File: src/rtl/sd_sector_responder.sv
// Storage-side responder for the sd_bus sector protocol: moves 512-byte sectors between controller buffer and image memory.
// Optional build macro SD_RESP_BOUNDS_EN enables the per-request image-size range check.
module sd_sector_responder #(
    parameter int                MEM_AW    = 27,
    parameter logic [MEM_AW-1:0] BASE_ADDR = '0
) (
    input  logic              clk,
    input  logic              reset,
    input  logic [31:0]       sd_lba,
    input  logic              sd_rd,
    input  logic              sd_wr,
    output logic              sd_ack,
    output logic [8:0]        sd_buff_addr,
    output logic [7:0]        sd_buff_dout,
    input  logic [7:0]        sd_buff_din,
    output logic              sd_buff_wr,
    input  logic [31:0]       img_size,
    input  logic              img_readonly,
    output logic [MEM_AW-1:0] mem_addr,
    output logic              mem_rd,
    output logic              mem_wr,
    output logic [7:0]        mem_dout,
    input  logic [7:0]        mem_din,
    input  logic              mem_ready
);

    typedef enum logic [3:0] {
        IDLE,
        RD_REQ,
        RD_WAIT,
        RD_PUT,
        WR_ADDR,
        WR_FETCH,
        WR_MEM,
        WR_WAIT,
        DONE
    } state_t;

    state_t      state_q, state_d;
    logic [8:0]  index_q, index_d;
    logic [31:0] lba_q, lba_d;
    logic [7:0]  data_q, data_d;
    logic        oob_q, oob_d;
    logic        range_bad;
    logic        last_byte;

`ifdef SD_RESP_BOUNDS_EN
    // Wide enough that lba*512 + 512 never overflows before comparing to the image size.
    logic [41:0] sector_end;
    assign sector_end = {1'b0, sd_lba, 9'b0} + 42'd512;
    assign range_bad  = sector_end > {10'b0, img_size};
`else
    logic unused_img_size;
    assign unused_img_size = ^img_size;
    assign range_bad       = 1'b0;
`endif

    assign last_byte = (index_q == 9'd511);

    always_ff @(posedge clk) begin
        if (reset) begin
            state_q <= IDLE;
            index_q <= '0;
            lba_q   <= '0;
            data_q  <= '0;
            oob_q   <= 1'b0;
        end else begin
            state_q <= state_d;
            index_q <= index_d;
            lba_q   <= lba_d;
            data_q  <= data_d;
            oob_q   <= oob_d;
        end
    end

    always_comb begin
        state_d = state_q;
        index_d = index_q;
        lba_d   = lba_q;
        data_d  = data_q;
        oob_d   = oob_q;
        case (state_q)
            IDLE: begin
                if (sd_rd || sd_wr) begin
                    lba_d   = sd_lba;
                    index_d = '0;
                    oob_d   = range_bad;
                    state_d = sd_rd ? RD_REQ : WR_ADDR;
                end
            end
            RD_REQ: begin
                if (oob_q) begin
                    data_d  = 8'hFF;
                    state_d = RD_PUT;
                end else begin
                    state_d = RD_WAIT;
                end
            end
            RD_WAIT: begin
                if (mem_ready) begin
                    data_d  = mem_din;
                    state_d = RD_PUT;
                end
            end
            RD_PUT: begin
                if (last_byte) begin
                    state_d = DONE;
                end else begin
                    index_d = index_q + 9'd1;
                    state_d = RD_REQ;
                end
            end
            WR_ADDR: begin
                state_d = WR_FETCH;
            end
            WR_FETCH: begin
                data_d = sd_buff_din;
                // Discarded writes still walk every index so the controller sees a normal transfer.
                if (img_readonly || oob_q) begin
                    if (last_byte) begin
                        state_d = DONE;
                    end else begin
                        index_d = index_q + 9'd1;
                        state_d = WR_ADDR;
                    end
                end else begin
                    state_d = WR_MEM;
                end
            end
            WR_MEM: begin
                state_d = WR_WAIT;
            end
            WR_WAIT: begin
                if (mem_ready) begin
                    if (last_byte) begin
                        state_d = DONE;
                    end else begin
                        index_d = index_q + 9'd1;
                        state_d = WR_ADDR;
                    end
                end
            end
            DONE: begin
                state_d = IDLE;
            end
            default: begin
                state_d = IDLE;
            end
        endcase
    end

    assign sd_ack       = (state_q != IDLE) && (state_q != DONE);
    assign sd_buff_addr = index_q;
    assign sd_buff_dout = data_q;
    assign sd_buff_wr   = (state_q == RD_PUT);
    assign mem_rd       = (state_q == RD_REQ) && !oob_q;
    assign mem_wr       = (state_q == WR_MEM);
    assign mem_dout     = data_q;
    assign mem_addr     = BASE_ADDR + MEM_AW'({lba_q, 9'b0}) + MEM_AW'(index_q);

endmodule

File: config.mk
export PLATFORM = sky130hd
export DESIGN_NAME = sd_sector_responder
export DESIGN_NICKNAME = d
export VERILOG_FILES = /design/src/rtl/sd_sector_responder.sv
export SDC_FILE = /design/constraint.sdc
export NUM_CORES = 1
export LEC_CHECK = 0
export ABC_AREA = 1
export BUFFER_PORTS_ARGS = -buffer_cell sky130_fd_sc_hd__buf_4
export CAP_MARGIN = 20
export CORE_MARGIN = 3
export CORE_UTILIZATION = 45
export CTS_CLUSTER_SIZE = 30
export DETAILED_ROUTE_END_ITERATION = 10
export PLACE_DENSITY = 0.93
export SLEW_MARGIN = 20
export SYNTH_ARGS = -nofsm -noshare
export SYNTH_HDL_FRONTEND = slang
export SYNTH_SLANG_ARGS = --single-unit
File: constraint.sdc
create_clock -name clk -period 2.7 [get_ports clk]
set_clock_uncertainty 0.1 [all_clocks]
set_input_delay 0.54 -clock clk [delete_from_list [all_inputs] [get_ports clk]]
set_output_delay 0.54 -clock clk [all_outputs]
set_load 0.01 [all_outputs]
* After elaboration in Yosys (flattened, before gate mapping)
Index checks and enable logic that the tools add are counted.
Widths: inputs -> output; s select.
** Word-level totals
- Flip-flop bits (word level) :: 39
- Output and inout port bits :: 56
- Logic and storage cells :: 45
** Cells by class
- Bitwise operators :: 1
- Muxes and demuxes :: 15
- $add $sub $neg :: 2
- Equal/unequal tests :: 13
- Reduce and logical (&&, ||, !) cells :: 10
** Operators by type and width (count)
- $mux 9 :: 4
- $pmux 9 s4 :: 1
- $pmux 4 s8 :: 1
- $add 27x9->27 :: 1
- $mux 4 :: 6
- $eq 4x3->1 const B :: 4
- $pmux 8 s2 :: 1
- $add 9x1->9 const B :: 1
- $eq 9x9->1 const B :: 1
- $eq 4x2->1 const B :: 2
- $mux 8 :: 1
- $ne 2x2->1 const B :: 4
- $reduce_bool 4->1 :: 2
- $reduce_and 3->1 :: 2
- $eq 4x1->1 const B :: 1
- $logic_not 4->1 :: 1
- $ne 4x4->1 const B :: 1
- $reduce_and 4->1 :: 1
- $mux 3 :: 1
- $reduce_bool 3->1 :: 1
- $reduce_and 2->1 :: 1
- $logic_and 1x1->1 :: 1
- $logic_or 1x1->1 :: 1
- $not 1->1 :: 1

* Longest topological paths before layout
- Depth in word-level cells :: 4
- Depth in mapped cells :: 12

* Worst setup path after synthesis
Ideal clock, no wire load.
- Kind :: reg-to-reg
- Start point :: register index_q[0] (netlist: sd_buff_addr[0])
- End point :: register index_q[0] (netlist: sd_buff_addr[0])
- Setup time :: 111 ps
- Data required time :: 2489 ps
- Slack :: 970 ps
- Period minus slack after synthesis :: 1730 ps
- Arrival :: 1519 ps
- Cell stages (with the launch flop) :: 13
- Path through :: dfxtp_1 -> ha_1 -> nand2_1 -> inv_1 -> nand3_1 -> nor2_1 -> ha_1 -> nand2_1 -> nand2_4 -> nor2_8 -> nand2_1 -> nand2_1 -> nor2_1
** On the way
- Longest elaborated chain between the ends :: 4
** RTL lines
- from (decl) :: line 40 : logic [8:0] index_q, index_d;
- from (signal assigned) :: line 69 : index_q <= index_d;
- $add 9x1->9 or $eq 9x9->1 (tied branches)
- $mux 9 * :: line 106, 120, 135
- $mux 9 (on tied branches) :: line 134, 119
- $pmux 9 s4 * :: line 82 : case (state_q)
Every way passes the cells marked *; elsewhere a longest branch is shown, timed or not. The select of a mux whose other input is x is not followed.
A chain may end at the register's enable or synchronous reset.

* Worst setup path in the final report
- Start point :: register state_q[0]
- End point :: output mem_rd
** On the way
- Longest elaborated chain between the ends :: 1
** RTL lines
- from (decl) :: line 39 : state_t state_q, state_d;
- from (signal assigned) :: line 68 : state_q <= state_d;
- $eq 4x1->1 :: line 156 : assign mem_rd = (state_q == RD_REQ) && !oob_q;
- to (decl) :: line 20 : output logic mem_rd,
Every way passes these cells.

==> summary.txt <==
Outcome
  – Status: complete, no violations

Critical path
  – Worst setup SP type: flip-flop
  – Endpoint class of the critical path: output port
  – Critical R2R Launch: sd_buff_addr[0]
  – Cells along the critical path: inv_2 -> nor2_4 -> nand2_1 -> inv_1 -> buf_4
  – Type of the worst setup path: reg -> out
  – Critical Path AT: 1.39 ns
  – Critical Path Start: state_q[0]
  – Req. time, crit path: 2.06 ns
  – Max FO, Critical Path: 11
  – Critical Path Slowest Stage Cell: dfxtp_1
  – Critical path's largest stage delay: 0.47 ns

Finish
  – Filler instances: 400
  – Final #Nets: 465
  – Most frequent cells in the layout: buf_4, nand2_1, dfxtp_1
  – Final Cell Area: 2800 um^2
  – Most common cell after layout, fill and taps aside: buf_4
  – Finished Core Util: 63.4%
  – Layout overhead on the synthesized area: 34.2%
  – Layout cells sized above 1: 31.5%
  – Antenna fix cells: 0

Place
  – GP Congestion: 0.904
  – Placement Cell Area: 2680 um^2
  – Port bufs: 95
  – DP HPWL: 3930 um

Timing
  – Final max-slew violation count: 0
  – Setup-failing EPs final: 0
  – Worst-margin pin slew: 0.672 ns
  – WHS: 0.348 ns
  – Hold Vio Cnt, Final: 0
  – Max Fclk: 493 MHz
  – RSZ-0062 raised after global routing: no
  – Relative slew slack: 55.2%
  – Setup TNS: 0 ns
  – Final period util: 75.2%
  – Crit path time final: 2.03 ns

GRT
  – GRT met3 Usage: 4.05%
  – Largest net degree at the start of global routing: 38
  – First-pass GRT wire length: 8180 um
  – Global route overflow: 0
  – Busiest layer in global routing: met2
  – Vias in the first global route: 1892
  – Initial antenna violation count: 0
  – M2 GR Usage: 35.0%
  – Total track usage: 18.6%
  – Met1 Resource Use GR: 20.9%

Route
  – Initial DRC count: 84
  – # DRC: 0
  – Final ANT Viol Nets: 0
  – Via/cell ratio: 4.90
  – DR WL/cell: 12.1 um
  – Wire length after detailed routing: 5210 um
  – Drt first pass iters: 4
  – Vias: 2106

Logic synthesis
  – #FFs+latches synth: 39
  – Library cells used by synthesis: 30
  – Warnings, synthesis: 0
  – Mapped cell area: 2080 um^2
  – Net count after synthesis: 389
  – Syn Inst Count: 301
  – Register area share after synthesis: 37.5%
  – Synthesized area per cell: 6.93 um^2

Clock network
  – Hold Buf Count CTS: 0
  – Worst-skew pair later-pin latency: 0.28 ns
  – CTS tree: done
  – Worst-path clk slew: 0.08 ns
  – Total CTS buffers: 5
  – Post-CTS Setup Inserts: 0
  – Root buffer cell: clkbuf_8
  – Clock sinks: 39
  – H-tree levels: 2
  – Post-CTS sizing: 0
  – CTS Buffer Depth: 2

Power
  – Peak supply drop: 0.387 mV
  – Final Power: 0.00291 W
  – PwrDens: 1040 nW/um^2
  – Leakage: 1.37 nW

Job
  – MaxCap Viol Count: 0

Floorplanning
  – Cell row count: 24
  – Chip height: 74.1 um
  – Number of top-level pins: 142
  – Die Wd: 74.1 um
  – Die area: 5480 um^2
  – Initial Util: 47.2%
  – Core area: 4410 um^2

Hold path
  – Hold_sp: lba_q[9]
  – Hold Crit Class: reg -> reg
[state kept, by name (all words and copies together) (netlist names)]
name	count
lba_q	18
mem_dout	8
state_q	4
sd_buff_addr	9
[cell families after synthesis]
logic type	count (synthesis)	share of synthesized area, %
fa+ha+maj	2	1.20
simple gates	120	27.1
flops	39	37.5
compound gates	71	17.3
xor+xnor	1	0.420
buf+inv	68	16.5
[power by group]
group | switching (W) | internal, W
Combinational | 0.000837 | 0.000643
Clock | 0.000203 | 0.000275
Sequential | 0.000161 | 0.000793
Total | 0.00120 | 0.00171
[cells in the mapped netlist]
cell,n,share of area (%)
o21bai_1,1,0.36
clkbuf_1,2,0.36
nand3_1,17,4.1
nor2_4,2,1.1
dfxtp_1,39,37
o21ai_0,37,8.9
ha_1,2,1.2
buf_4,18,6.5
or2_1,1,0.30
nand2_1,52,9.4
inv_2,2,0.36
inv_1,38,6.8
clkbuf_2,1,0.24
xor2_1,1,0.42
nand2_2,3,0.90
buf_1,1,0.18
nand2_4,1,0.54
nor4_1,1,0.30
nand3_4,2,1.7
a21oi_1,29,7.0
o211ai_1,1,0.36
o21ai_1,2,0.48
nor2_2,2,0.60
nor3_1,1,0.24
nor2_1,36,6.5
nor2_8,1,0.96
a31oi_1,1,0.30
nand3b_2,1,0.54
buf_2,4,0.96
buf_6,2,1.1
[per-stage QoR]
stage	std cells	worst slack, ns
3_5_place_dp	422	0.790
3_3_place_gp	422	0.828
6_report	430	0.670
4_1_cts	430	0.655
2_1_floorplan	301	0.970
5_1_grt	430	0.558
[path summary, 6_finish.rpt]
check                    endpoint  slack [ns]  cells after the start
hold / removal           lba_q[9]        0.35                      2
hold reg to reg          lba_q[9]        0.35                      2
setup / recovery           mem_rd        0.67                      5
setup reg to reg  sd_buff_addr[0]        0.74                     11
[routing by layer]
layer,routed length [um],vias up
li1,-,1094
met1,2120,933
met2,2670,75
met3,372,4
met4,41,0
met5,0,-
[layout make-up]
cell class	instances	area (um^2)	share of cell area, %
well taps	52	65.1	2.33
repair buffers	97	728	26.0
clock buffers	5	68.8	2.46
flip-flops and latches	39	781	27.9
multi-input cells	194	960	34.3
inverters	40	150	5.37
clock inverters	3	43.8	1.57
[worst max-delay path: cells and delay by family, from the launching register on]
family                 cells  cell delay, ns
and+or+nand+nor            2            0.36
DFF                        1            0.47
buffers and inverters      3            0.29
Power figures use the tool's default switching activity.
